--- src/rtl/text_ram_writer.sv ---
// Character stream to text RAM writer: clears the screen with space glyphs,
// then turns printable bytes into glyph base addresses at a wrapping cursor.
module text_ram_writer #(
    parameter int COLS    = 40,
    parameter int ROWS    = 15,
    parameter int GLYPH_H = 32
) (
    input  logic        iClk,
    input  logic        iRst,
    input  logic        iValid,
    input  logic [7:0]  iChar,
    output logic        oReady,
    output logic        oWe,
    output logic [9:0]  oAddr,
    output logic [11:0] oData,
    output logic [5:0]  oCurCol,
    output logic [3:0]  oCurRow
);

    typedef enum logic [1:0] {
        CLEAR,
        IDLE,
        WRITE
    } state_t;

    localparam logic [9:0]  CELLS       = 10'(COLS * ROWS);
    localparam logic [5:0]  LAST_COL    = 6'(COLS - 1);
    localparam logic [3:0]  LAST_ROW    = 4'(ROWS - 1);
    localparam logic [11:0] SPACE_GLYPH = 12'('h20 * GLYPH_H);

    localparam logic [7:0] CH_BS = 8'h08;
    localparam logic [7:0] CH_LF = 8'h0A;
    localparam logic [7:0] CH_FF = 8'h0C;
    localparam logic [7:0] CH_CR = 8'h0D;

    state_t      state, state_nx;
    logic [9:0]  clr_cnt, clr_cnt_nx;
    logic [5:0]  col_nx;
    logic [3:0]  row_nx;
    logic        we_nx;
    logic        ready_nx;
    logic [9:0]  addr_nx;
    logic [11:0] data_nx;

    // Largest cell index is COLS*ROWS-1, which fits the 10-bit address exactly.
    function automatic logic [9:0] cell_addr(input logic [3:0] row, input logic [5:0] col);
        return 10'(row) * 10'(COLS) + 10'(col);
    endfunction

    function automatic logic [11:0] glyph_base(input logic [7:0] code);
        return 12'(code[6:0]) * 12'(GLYPH_H);
    endfunction

    function automatic logic [3:0] next_row(input logic [3:0] row);
        return (row == LAST_ROW) ? 4'd0 : row + 4'd1;
    endfunction

    function automatic logic is_printable(input logic [7:0] code);
        return (code >= 8'h20) && (code <= 8'h7E);
    endfunction

    always_comb begin
        state_nx   = state;
        clr_cnt_nx = clr_cnt;
        col_nx     = oCurCol;
        row_nx     = oCurRow;
        we_nx      = 1'b0;
        addr_nx    = oAddr;
        data_nx    = oData;

        case (state)
            CLEAR: begin
                // clr_cnt reaching CELLS means the last cell went out last cycle.
                if (clr_cnt == CELLS) begin
                    state_nx = IDLE;
                end else begin
                    we_nx      = 1'b1;
                    addr_nx    = clr_cnt;
                    data_nx    = SPACE_GLYPH;
                    clr_cnt_nx = clr_cnt + 10'd1;
                end
            end

            IDLE: begin
                if (iValid) begin
                    if (is_printable(iChar)) begin
                        state_nx = WRITE;
                        we_nx    = 1'b1;
                        addr_nx  = cell_addr(oCurRow, oCurCol);
                        data_nx  = glyph_base(iChar);
                        if (oCurCol == LAST_COL) begin
                            col_nx = 6'd0;
                            row_nx = next_row(oCurRow);
                        end else begin
                            col_nx = oCurCol + 6'd1;
                        end
                    end else begin
                        case (iChar)
                            CH_BS: begin
                                if (oCurCol != 6'd0) begin
                                    state_nx = WRITE;
                                    we_nx    = 1'b1;
                                    col_nx   = oCurCol - 6'd1;
                                    addr_nx  = cell_addr(oCurRow, oCurCol - 6'd1);
                                    data_nx  = SPACE_GLYPH;
                                end
                            end
                            CH_CR: col_nx = 6'd0;
                            CH_LF: begin
                                col_nx = 6'd0;
                                row_nx = next_row(oCurRow);
                            end
                            CH_FF: begin
                                state_nx   = CLEAR;
                                clr_cnt_nx = 10'd0;
                                col_nx     = 6'd0;
                                row_nx     = 4'd0;
                            end
                            default: ;
                        endcase
                    end
                end
            end

            WRITE: state_nx = IDLE;

            default: state_nx = CLEAR;
        endcase

        ready_nx = (state_nx == IDLE);
    end

    always_ff @(posedge iClk) begin
        if (!iRst) begin
            state   <= CLEAR;
            clr_cnt <= 10'd0;
            oWe     <= 1'b0;
            oReady  <= 1'b0;
            oCurCol <= 6'd0;
            oCurRow <= 4'd0;
        end else begin
            state   <= state_nx;
            clr_cnt <= clr_cnt_nx;
            oWe     <= we_nx;
            oReady  <= ready_nx;
            oCurCol <= col_nx;
            oCurRow <= row_nx;
        end
    end

    // Address/data only matter while oWe is high, so they carry no reset.
    always_ff @(posedge iClk) begin
        oAddr <= addr_nx;
        oData <= data_nx;
    end

endmodule

--- config.mk ---
export PLATFORM = sky130hd
export DESIGN_NAME = text_ram_writer
export DESIGN_NICKNAME = d
export VERILOG_FILES = /design/src/rtl/text_ram_writer.sv
export SDC_FILE = /design/constraint.sdc
export NUM_CORES = 1
export LEC_CHECK = 0
export ABC_AREA = 1
export CAP_MARGIN = 20
export CORE_ASPECT_RATIO = 1.1
export CORE_MARGIN = 4
export CORE_UTILIZATION = 43
export CTS_CLUSTER_DIAMETER = 150
export CTS_CLUSTER_SIZE = 14
export DETAILED_ROUTE_END_ITERATION = 12
export MAX_ROUTING_LAYER = met4
export PLACE_DENSITY = 0.63
export RECOVER_POWER = 100
export SLEW_MARGIN = 20
export SYNTH_ARGS = -nofsm -noshare
export SYNTH_HDL_FRONTEND = slang
export SYNTH_SLANG_ARGS = --single-unit
--- constraint.sdc ---
create_clock -name iClk -period 3 [get_ports iClk]
set_input_delay 0.6 -clock iClk [delete_from_list [all_inputs] [get_ports iClk]]
set_output_delay 0.6 -clock iClk [all_outputs]
set_load 0.05 [all_outputs]
==> results.py <==
metrics = {
    "routing": {
        "firstDrtPassIters": 4,
        "detailroute.via_count": 2604,
        "drtAntennaViolNets": 0,
        "via_per_inst": 4.93,
        "drc": 0,
        "wl_um": 6740,
        "routedWlPerCell_um": 12.8,
        "initialDrtViolationCount": 191,
    },
    "cells_and_area": {
        "antenna_cells": 0,
        "finalCoreUtilization_pct": 53.7,
        "final_cell_mix": "nand2_1, nor2_1, inv_1",
        "final_common_cell": "nand2_1",
        "syn2layout_area_growth_pct": 21.2,
        "final_cells": 528,
        "drive_gt1_share_pct": 6.92,
        "nNetsFinal": 472,
    },
    "timing": {
        "timing.final.crit_share_pct": 94.2,
        "rsz0062_at_grt": "no",
        "setup_viol": 0,
        "finalHoldViolCount": 0,
        "finalMaxSlewViolations": 0,
        "max_freq_mhz": 354,
        "finalClockSkew_ps": 4.86,
        "final.min_clock_period_ps": 2830,
        "timing.final.ws_setup_ps": 173,
        "slew_headroom_pct": 64.8,
        "setup_tns_ps": 0,
        "worst_slew_pin_slew_ps": 528,
    },
    "power_and_ir_drop": {
        "p_leak_nw": 1.58,
        "vdd_drop_max_v": 0.000182,
        "p_per_area_nw_per_um2": 320,
    },
    "floorplan": {
        "fp.dieH_um": 91.8,
        "initial_core_util_pct": 44.3,
        "pin_count": 45,
        "core_um2": 6190,
        "num_rows": 30,
        "die_w_um": 84.2,
        "dieArea_um2": 7730,
    },
    "critical_path": {
        "cp_slowest_stage_delay_ps": 470,
        "end_kind": "register",
        "reg2reg_from": "oCurCol[1]",
        "cp.arrival_ps": 2860,
        "crit_type": "input port to register",
        "timing.rr.end": "oAddr[9]",
        "path_cells": "clkdlybuf4s50_1, inv_1, a21oi_1, nand2_2, nand2_1, o21ai_0, ha_1, fa_1, nand2_1, nand2_1, nand2_1, nor2_1, nand2_1, xnor2_1, o21ai_0",
        "critical_path.most_common_cell": "nand2_1",
        "cp_slowest_cell": "clkdlybuf4s50_1",
        "ff2ff_path_depth": 15,
        "cp_max_fo": 6,
        "worstPathRequired_ps": 3040,
        "reg2reg_slack_ps": 580,
        "cp-start-kind": "input port",
    },
    "run": {
        "cap_violations": 0,
    },
    "logic_synthesis": {
        "avgSynthCellArea_um2": 6.91,
        "yosysTopAreaCell": "edfxtp_1",
        "ys_async_sr_fraction_pct": 0,
        "synthTopCellsByArea": "edfxtp_1, dfxtp_1, nand2_1, nor2_1, nand3_1",
        "ys_seq_area_share_pct": 36.1,
        "synthCells": 397,
        "synth_ff_type": "dfxtp_1",
        "ys_ff_latch": 41,
        "synth_top_area_share_pct": 18.6,
        "netlist_area_um2": 2750,
        "ys_warn_count": 0,
        "synth_cell_types": 34,
        "synth_edf_count": 17,
    },
    "clocking": {
        "post_cts_buffers": 0,
        "holdBufCountCts": 0,
        "insertion_delay_ps": 290,
        "cts_buffers": 5,
        "clkSlewWorstSetupHoldPaths_ps": 70,
        "clockBufferDepth": 2,
        "clock-sinks": 41,
        "root_buffer": "clkbuf_8",
        "cts.htree.levels": 2,
        "cts_tree": "built",
    },
    "min_path": {
        "min_to": "clr_cnt[9]",
        "hp-class": "register to register",
        "hold-path-cell-count": 2,
        "hp-start": "clr_cnt[9]",
    },
    "placement": {
        "place_inst": 520,
        "dp_slack_ps": -166,
        "gp_congestion": 0.908,
        "io_buffer_count": 39,
        "post-dp-hpwl_um": 5140,
    },
    "grt": {
        "grt_max_degree": 21,
        "grt_pass1_wl_um": 11600,
        "grt_pass1_vias": 2453,
        "antenna_found_initial": 0,
        "grt_usage_pct": 18.8,
        "grt_overflow": 0,
    },
    "status": {
        "status": "finished, final reports clean",
    },
}
cell usage after synthesis (2+ instances only):
cell type	number
clkbuf_1	3
ha_1	12
edfxtp_1	17
xor2_1	4
inv_1	44
o22ai_1	2
buf_4	6
nand3_1	40
fa_1	2
nor2_1	67
dfxtp_1	24
nand4_1	4
inv_2	5
nand2_1	102
nor3b_1	2
a21oi_1	17
xnor2_1	4
o21ai_0	18
nand2_4	2
o221ai_1	2
nand2_2	4
buf_2	4
area by class of cell:
type,instances,area (um^2)
clock buffer,6,72.6
tap,80,100
fill,626,2870
clock inverter,2,10.0
multi-input combinational,296,1480
timing repair buffer,53,489
sequential,41,991
inverter,50,188
registers in the layout, summed over array words and instances, names as in the netlist:
name	cells
oReady	1
state	2
oAddr	10
oCurCol	6
oWe	1
clr_cnt	10
oCurRow	4
oData	7
worst max-delay path: cells and delay by family:
family / cells / cell delay (ps)
fa+ha+maj: 2 / 610
simple gates: 7 / 600
buf+inv: 2 / 530
compound gates: 3 / 410
xor+xnor: 1 / 110
stage by stage:
stage                     power, mW  hold WS [ps]  area (um^2)
after detailed placement      0.726           489         3270
after CTS                      1.09           501         3350
after global placement        0.724           492         3270
final                          1.06           498         3330
after floorplan               0.685           469         2760
after global routing           1.12           542         3330
power by group:
| part | switching (mW) | internal (mW) |
|---|---|---|
| combinational | 0.0765 | 0.0416 |
| clock | 0.193 | 0.161 |
| sequential | 0.00659 | 0.584 |
layer usage:
metal | vias up | wire, um | GRT usage, %
met4 | 0 | 70 | 4.56
met5 | - | 0 | -
met2 | 63 | 3110 | 29.3
li1 | 1361 | - | -
met1 | 1174 | 3190 | 25.4
met3 | 6 | 367 | 3.05
repair_timing:
item                       in CTS  in global routing
setup endpoints to repair       0                  1
gates resized for setup         0                  1
hold endpoints to repair        0                  0
cells by family (layout without fill, tap and decap cells):
family | Yosys count | after routing | share of synthesized area (%)
other | 1 | 5 | 0.137
and+or+nand+nor | 227 | 227 | 35.8
xor gates and xnor gates | 8 | 8 | 2.55
DFF | 41 | 41 | 36.1
adders and majority gates | 14 | 14 | 6.93
buffers and inverters | 64 | 111 | 10.0
AOI/OAI and AO/OA | 42 | 42 | 8.48
worst max-delay path by stage:
stage / start / end / slack (ps) / depth (start not counted)
after global placement: iChar[6] / oAddr[9] / -80 / 15
final: iChar[6] / oAddr[9] / 170 / 15
after CTS: iChar[5] / oAddr[9] / 160 / 15
after detailed placement: iChar[6] / oAddr[9] / -170 / 15
after global routing: iChar[5] / oAddr[9] / 30 / 15
after floorplan: oCurCol[0] / oAddr[9] / 180 / 14
Power figures use the tool's default switching activity.
